$ cat src/rtl/param_ram_clr.sv
// rtl/param_ram_clr.sv - single-port byte-maskable RAM with registered read and clear engine
//
// Purpose:
//   Single-port synchronous RAM with:
//   - per-byte write enables;
//   - a registered read with a one-cycle valid strobe;
//   - a sequential clear engine that fills every word with CLR_VALUE.
//   The clear engine runs after reset and after a clr request.
//
// Ports:
//   clk       rising-edge clock
//   rst       synchronous active-high reset, starts a full clear
//   ena       access request (dropped while busy)
//   wena      1 = write, 0 = read
//   addr      word address
//   byte_en   write byte mask, bit i covers data bits [8i+7:8i]
//   data_in   write data
//   clr       clear request, honoured only when idle
//   data_out  registered read data, holds between reads
//   rd_valid  one-cycle pulse marking a new data_out value
//   busy      clear engine running
module param_ram_clr #(
    parameter int                    DATA_WIDTH = 32,
    parameter int                    ADDR_WIDTH = 5,
    parameter logic [DATA_WIDTH-1:0] CLR_VALUE  = '0
) (
    input  logic                      clk,
    input  logic                      rst,
    input  logic                      ena,
    input  logic                      wena,
    input  logic [ADDR_WIDTH-1:0]     addr,
    input  logic [DATA_WIDTH/8-1:0]   byte_en,
    input  logic [DATA_WIDTH-1:0]     data_in,
    input  logic                      clr,
    output logic [DATA_WIDTH-1:0]     data_out,
    output logic                      rd_valid,
    output logic                      busy
);

    localparam int DEPTH = 1 << ADDR_WIDTH;
    localparam int NB    = DATA_WIDTH / 8;

    typedef enum logic {
        ST_IDLE  = 1'b0,
        ST_CLEAR = 1'b1
    } state_t;

    state_t                  state_q, state_d;
    logic [ADDR_WIDTH-1:0]   clr_ptr_q, clr_ptr_d;
    logic [DATA_WIDTH-1:0]   data_out_q, data_out_d;
    logic                    rd_valid_q, rd_valid_d;

    logic [DATA_WIDTH-1:0]   mem [DEPTH];

    logic                    mem_we;
    logic [ADDR_WIDTH-1:0]   mem_waddr;
    logic [DATA_WIDTH-1:0]   mem_wdata;
    logic [NB-1:0]           mem_wbe;

    wire clr_last = (clr_ptr_q == {ADDR_WIDTH{1'b1}});

    // State register; all control flops reset here.
    always_ff @(posedge clk) begin
        if (rst) begin
            state_q    <= ST_CLEAR;
            clr_ptr_q  <= '0;
            data_out_q <= '0;
            rd_valid_q <= 1'b0;
        end else begin
            state_q    <= state_d;
            clr_ptr_q  <= clr_ptr_d;
            data_out_q <= data_out_d;
            rd_valid_q <= rd_valid_d;
        end
    end

    // Next-state logic.
    always_comb begin
        state_d = state_q;
        case (state_q)
            ST_CLEAR: if (clr_last) state_d = ST_IDLE;
            ST_IDLE:  if (clr)      state_d = ST_CLEAR;
            default:                state_d = ST_CLEAR;
        endcase
    end

    // Output / datapath control.
    always_comb begin
        busy       = (state_q == ST_CLEAR);
        clr_ptr_d  = clr_ptr_q;
        data_out_d = data_out_q;
        rd_valid_d = 1'b0;
        mem_we     = 1'b0;
        mem_waddr  = addr;
        mem_wdata  = data_in;
        mem_wbe    = byte_en;
        case (state_q)
            ST_CLEAR: begin
                mem_we    = 1'b1;
                mem_waddr = clr_ptr_q;
                mem_wdata = CLR_VALUE;
                mem_wbe   = '1;
                // Wraps to zero on the exit write, ready for the next clear.
                clr_ptr_d = clr_ptr_q + 1'b1;
            end
            default: begin
                if (clr) begin
                    // Clear wins over a same-cycle access; the access is dropped.
                    clr_ptr_d = '0;
                end else if (ena && wena) begin
                    mem_we = 1'b1;
                end else if (ena) begin
                    data_out_d = mem[addr];
                    rd_valid_d = 1'b1;
                end
            end
        endcase
    end

    // Storage array, no reset; contents are defined by the clear engine.
    always_ff @(posedge clk) begin
        if (mem_we && !rst) begin
            for (int i = 0; i < NB; i++) begin
                if (mem_wbe[i]) mem[mem_waddr][8*i +: 8] <= mem_wdata[8*i +: 8];
            end
        end
    end

    assign data_out = data_out_q;
    assign rd_valid = rd_valid_q;

endmodule

$ cat config.mk
export PLATFORM = sky130hd
export DESIGN_NAME = param_ram_clr
export DESIGN_NICKNAME = d
export VERILOG_FILES = /design/src/rtl/param_ram_clr.sv
export SDC_FILE = /design/constraint.sdc
export NUM_CORES = 1
export LEC_CHECK = 0
export BUFFER_PORTS_ARGS = -buffer_cell sky130_fd_sc_hd__buf_2
export CORE_MARGIN = 2
export CORE_UTILIZATION = 50
export DETAILED_ROUTE_END_ITERATION = 8
export PLACE_DENSITY = 0.66
export SLEW_MARGIN = 20
export SYNTH_ARGS = -nofsm -noshare
export SYNTH_HDL_FRONTEND = slang
export SYNTH_SLANG_ARGS = --single-unit
export TNS_END_PERCENT = 5
$ cat constraint.sdc
create_clock -name clk -period 6.35 [get_ports clk]
set_input_delay 0 -clock clk [delete_from_list [all_inputs] [get_ports clk]]
set_output_delay 0 -clock clk [all_outputs]
set_load 0.05 [all_outputs]
## Yosys cells after proc, flatten, opt, wreduce, memory -nomap -nowiden

Memory sizes are Yosys's and may differ from the RTL's. A register that Yosys moved wholly into a read port is not among the register bits.
Cells that the tools add are included.

| operators by class | value |
|---|---|
| add/sub/neg operators | 1 |
| equality and inequality tests | 1 |
| muxes and demuxes | 24 |
| bitwise operators | 3 |
| reductions and logical operators | 6 |

Operators by type and width:

| kind | count |
|---|---|
| $mux W32 | 1 |
| $mux W1 | 18 |
| $mux W5 | 3 |
| $add A5 B1 Y5 const B | 1 |
| $eq A5 B5 Y1 const B | 1 |
| $mux W4 | 1 |
| $reduce_and A4 Y1 | 1 |
| $reduce_or A4 Y1 | 1 |
| $not A1 Y1 | 3 |
| $logic_and A1 B1 Y1 | 2 |
| $pmux W1 S2 | 1 |
| $reduce_bool A2 Y1 | 1 |
| $logic_not A1 Y1 | 1 |

| word-level totals | value |
|---|---|
| register bits after elaboration | 7 |
| memory bits (writable) | 1024 |
| bits of input ports | 46 |
| word-level logic and storage cells | 39 |
| memories kept | 1 |

Memory list:

| memory | words | width | read ports | clocked after memory_dff | write ports | line | RTL |
|---|---|---|---|---|---|---|---|
| mem | 32 | 32 | 1 | 1 | 1 | 53 | `logic [DATA_WIDTH-1:0] mem [DEPTH];` |

## Logic depth before layout (Yosys ltp)

| depth | value |
|---|---|
| depth in word-level cells | 7 |
| mapped depth | 10 |
| depth with buffers taken out | 5 |

## Worst setup path after synthesis

No wires, ideal clock.

| timing | value |
|---|---|
| path type | reg-to-reg |
| start | register state_q, in the netlist busy |
| end | memory mem[12][0] (enable) |
| library setup time | 0.383 ns |
| arrival | 2.513 ns |
| required time | 5.967 ns |
| setup slack | 3.454 ns |
| cell stages (with the launch flop) | 7 |
| path buffers | 4 |
| path through | dfxtp_1 clkbuf_1 clkbuf_1 clkbuf_1 o21ai_1 clkbuf_1 nor3_1 |

| between the ends | value |
|---|---|
| longest elaborated chain between the ends | 4 |
| elaborated cells between the ends (all ways) | 7 |
| classes of those cells | mux: 6; reduce/logical: 1 |

Ends and longest elaborated chain:

| item | line | RTL |
|---|---|---|
| from (decl) | 48 | `state_t state_q, state_d;` |
| from (signal assigned) | 70 | `state_q <= state_d;` |
| $mux W4 or $mux W1 (tied branches) | 97 | `case (state_q)` |
| $mux W1 or $logic_and A1 B1 Y1 (tied branches) | 124, 122 |  |
| $mux W1 | 122 | `if (mem_we && !rst) begin` |
| $mux W1 (not written as such) | 124 | `if (mem_wbe[i]) mem[mem_waddr][8*i +: 8] <= mem_wdata[8*i +: 8];` |
| to (decl) | 53 |  |

Parallel ways exist; a longest one is shown, timed or not.

## Final worst setup path

| timing | value |
|---|---|
| start | register state_q, in the netlist busy |
| end | memory mem[29][31] (enable) |

Same word-level chain as after synthesis.

==> metrics <==
status=finished clean; Worst R2R Start=busy$_SDFF_PP1_; share of cells above drive strength 1=14.3%; Hold Path Class=in -> reg; final hold vios=0; GRT overflow=0; Critical Path AT=4230 ps; # fillers=~6300; remaining routing DRC violations=0; sequential share of the synthesized area=74.9%; worst setup path class=reg -> reg; area delta synth->final=12.4%; total track usage=24.0%; drt first pass iters=6; # clock sinks=1063; Final Cycle Share=62.3%; warnings from Yosys=0; detailed router's first-iteration violation count=~2400; core area=83600 um^2; RSZ-0062 raised after global routing=no; crit path max fanout=36; post-DP HPWL=approximately 63000 um; row count=106; Slew @ Worst Pin=1090 ps; critical path capture point type=register; Worst R2R Path Depth=6; maximum clock insertion buffer count=3; number of synthesized register bits=1063; busiest grt layer=met2; Worst Skew=14.2 ps; GR Util met1=34.2%; Die H=294 um; Critical Path End=mem[29][31]$_DFFE_PP_; launch point of the worst path=busy$_SDFF_PP1_; Final setup viols=0; Post-CTS Setup Inserts=0; total CTS buffers=between 100 and 150; Slew HR=27.1%; Mapped Cells=2473; final slew viol count=0; Die ar.=just under 90000 um^2; Yosys cell types=35; fmax=between 0.2 and 0.3 GHz; min-delay src=rst; max cap viols=0; detailed-route via count=approximately 23000; M2 GR Usage=38.1%; initial antenna violation count=0; DR WL/cell=27.9 um; first-pass GRT wire length=152000 um; share of the synthesized area in the top cell type=roughly three quarters; critical path required time=6620 ps; Tmin final=slightly below 4000 ps; setup TNS=0 ps; CTS tree=yes; worst IR drop on VDD=0.198 mV; Initial Util=50.4%; Die X=slightly below 300 um; met3 global-route usage=3.80%; post-synth top area cell=edfxtp_1; mean post-synth cell area=17.0 um^2; Total Routed Length=104000 um; Worst R2R End=mem[29][31]$_DFFE_PP_; clk root buf=clkbuf_16; GP Congestion=0.819; final net count=about 2600; crit start category=register; Mapped Area=42100 um^2; vias in the first global route=22712; Routed Antenna Nets=0; largest net degree at the start of global routing=132; register clock-pin slew on the reported worst setup and hold paths=60 ps; post-CTS sizing=0; Hold Worst Slack=approximately 26 ps; Skew-Pair Late Insertion Delay=640 ps; Pwr Density=298 nW/um^2; setup slack, reg-to-reg=2390 ps; Top-Level Pins=80; Net Count, Synth=2521; synth top area cells=edfxtp_1 73%, mux2i_1 12%, a22oi_1 4.6%; Lkg Pwr=16.6 nW; Via density=between 6 and 7; port buffer count=just under 80; CTS HTree Levels=3
[flip-flops by register name, indices dropped and copies added (netlist names)]
register,count
busy,1
clr_ptr_q,5
data_out,32
mem,1024
rd_valid,1
[through the flow]
stage | cell area [um^2] | instances | total power [W] | util [%] | setup WS, ps
after floorplan | 42100 | 2473 | 0.00818 | - | 3450
after global placement | 43600 | 3509 | 0.00837 | 52.2 | 2550
after detailed placement | 43700 | 3511 | 0.00838 | 52.3 | 2460
after CTS | 47200 | 3729 | 0.0142 | 56.5 | 2440
after global routing | 47300 | 3729 | 0.0145 | 56.6 | 2260
final | 47300 | 3731 | 0.0141 | 56.6 | 2390
[kinds of logic after synthesis]
logic type	Yosys count	share of synthesized area [%]
and+or+nand+nor	284	3.40
AOI/OAI and AO/OA	438	7.09
buffers and inverters	169	2.22
muxes	517	12.3
adders and majority gates	2	0.0595
DFF	1063	74.9
[placed cells by master, fill, tap and decap left out, drive strengths merged, types with 2 or more instances in the layout]
master / instances
a211oi: 32
diode: 2
mux2: 2
dfxtp: 39
nor2b: 36
a22oi: 256
a31oi: 6
nand2: 9
o21ai: 10
ha: 2
mux2i: 515
inv: 4
clkinvlp: 2
or3: 6
edfxtp: 1024
nor3: 47
clkbuf: 122
nor2: 125
clkinv: 52
or2: 15
a21oi: 133
dlygate4sd3: 34
nor3b: 5
bufinv: 8
or4: 32
nand3: 3
nand2b: 2
buf: 123
[cell type report]
class / instances / area [um^2] / share of cell area [%]
Antenna cell: 2 / 5.00 / 0.0106
Clock buffer: 122 / 2710 / 5.73
Clock inverter: 62 / 495 / 1.05
Inverter: 4 / 15.0 / 0.0317
Multi-Input combinational cell: 1241 / 10100 / 21.3
Sequential cell: 1063 / 31500 / 66.6
Tap cell: 1080 / 1350 / 2.86
Timing Repair Buffer: 157 / 1120 / 2.36
[timing repair]
item                       4_1_cts  5_1_grt
setup endpoints to repair        0        0
hold buffers                    34        0
hold endpoints to repair      1030        0
[worst min path at each step]
stage                                endpoint  slack, ps  depth (start not counted)
CTS                 clr_ptr_q[1]$_SDFFE_PP0P_         10                          3
finish              clr_ptr_q[0]$_SDFFE_PP0P_         30                          3
global placement    clr_ptr_q[4]$_SDFFE_PP0P_        450                          4
global route        clr_ptr_q[0]$_SDFFE_PP0P_         40                          3
detailed placement  clr_ptr_q[4]$_SDFFE_PP0P_        450                          4
floorplan           clr_ptr_q[1]$_SDFFE_PP0P_        210                          3
[Yosys cell counts (all sizes together)]
master  instances
a211oi         32
mux2            2
and3            1
or3             6
nor3b           5
inv             4
o21ai          10
clkbuf        100
nor3           47
a22oi         256
or4            32
edfxtp       1024
ha              2
nor2          125
nand3           3
buf            65
a31oi           6
mux2i         515
nor2b          36
a21oi         133
nand3b          1
nor4b           1
nand2           9
and2            1
dfxtp          39
a41oi           1
or2            15
nand2b          2
[power by group]
| group | internal, W | total [W] | leakage (nW) | switching (W) |
|---|---|---|---|---|
| logic | 0.000230 | 0.000636 | 5.19 | 0.000406 |
| registers | 0.00761 | 0.00763 | 9.83 | 0.0000122 |
| clock network | 0.00335 | 0.00585 | 1.60 | 0.00250 |
[critical path: stages (launching register included)]
cell	delay [ps]
dfxtp_4	920
buf_4	650
nand3_1	190
o21ai_0	150
nand2_1	460
or2_2	600
nor2_1	610
[metal layers]
metal  wire (um)  vias up
met5           0        -
met1       43400    11621
met2       49400      985
met3        8000      164
li1            -    10027
met4        3200        0
Power figures use the tool's default switching activity.
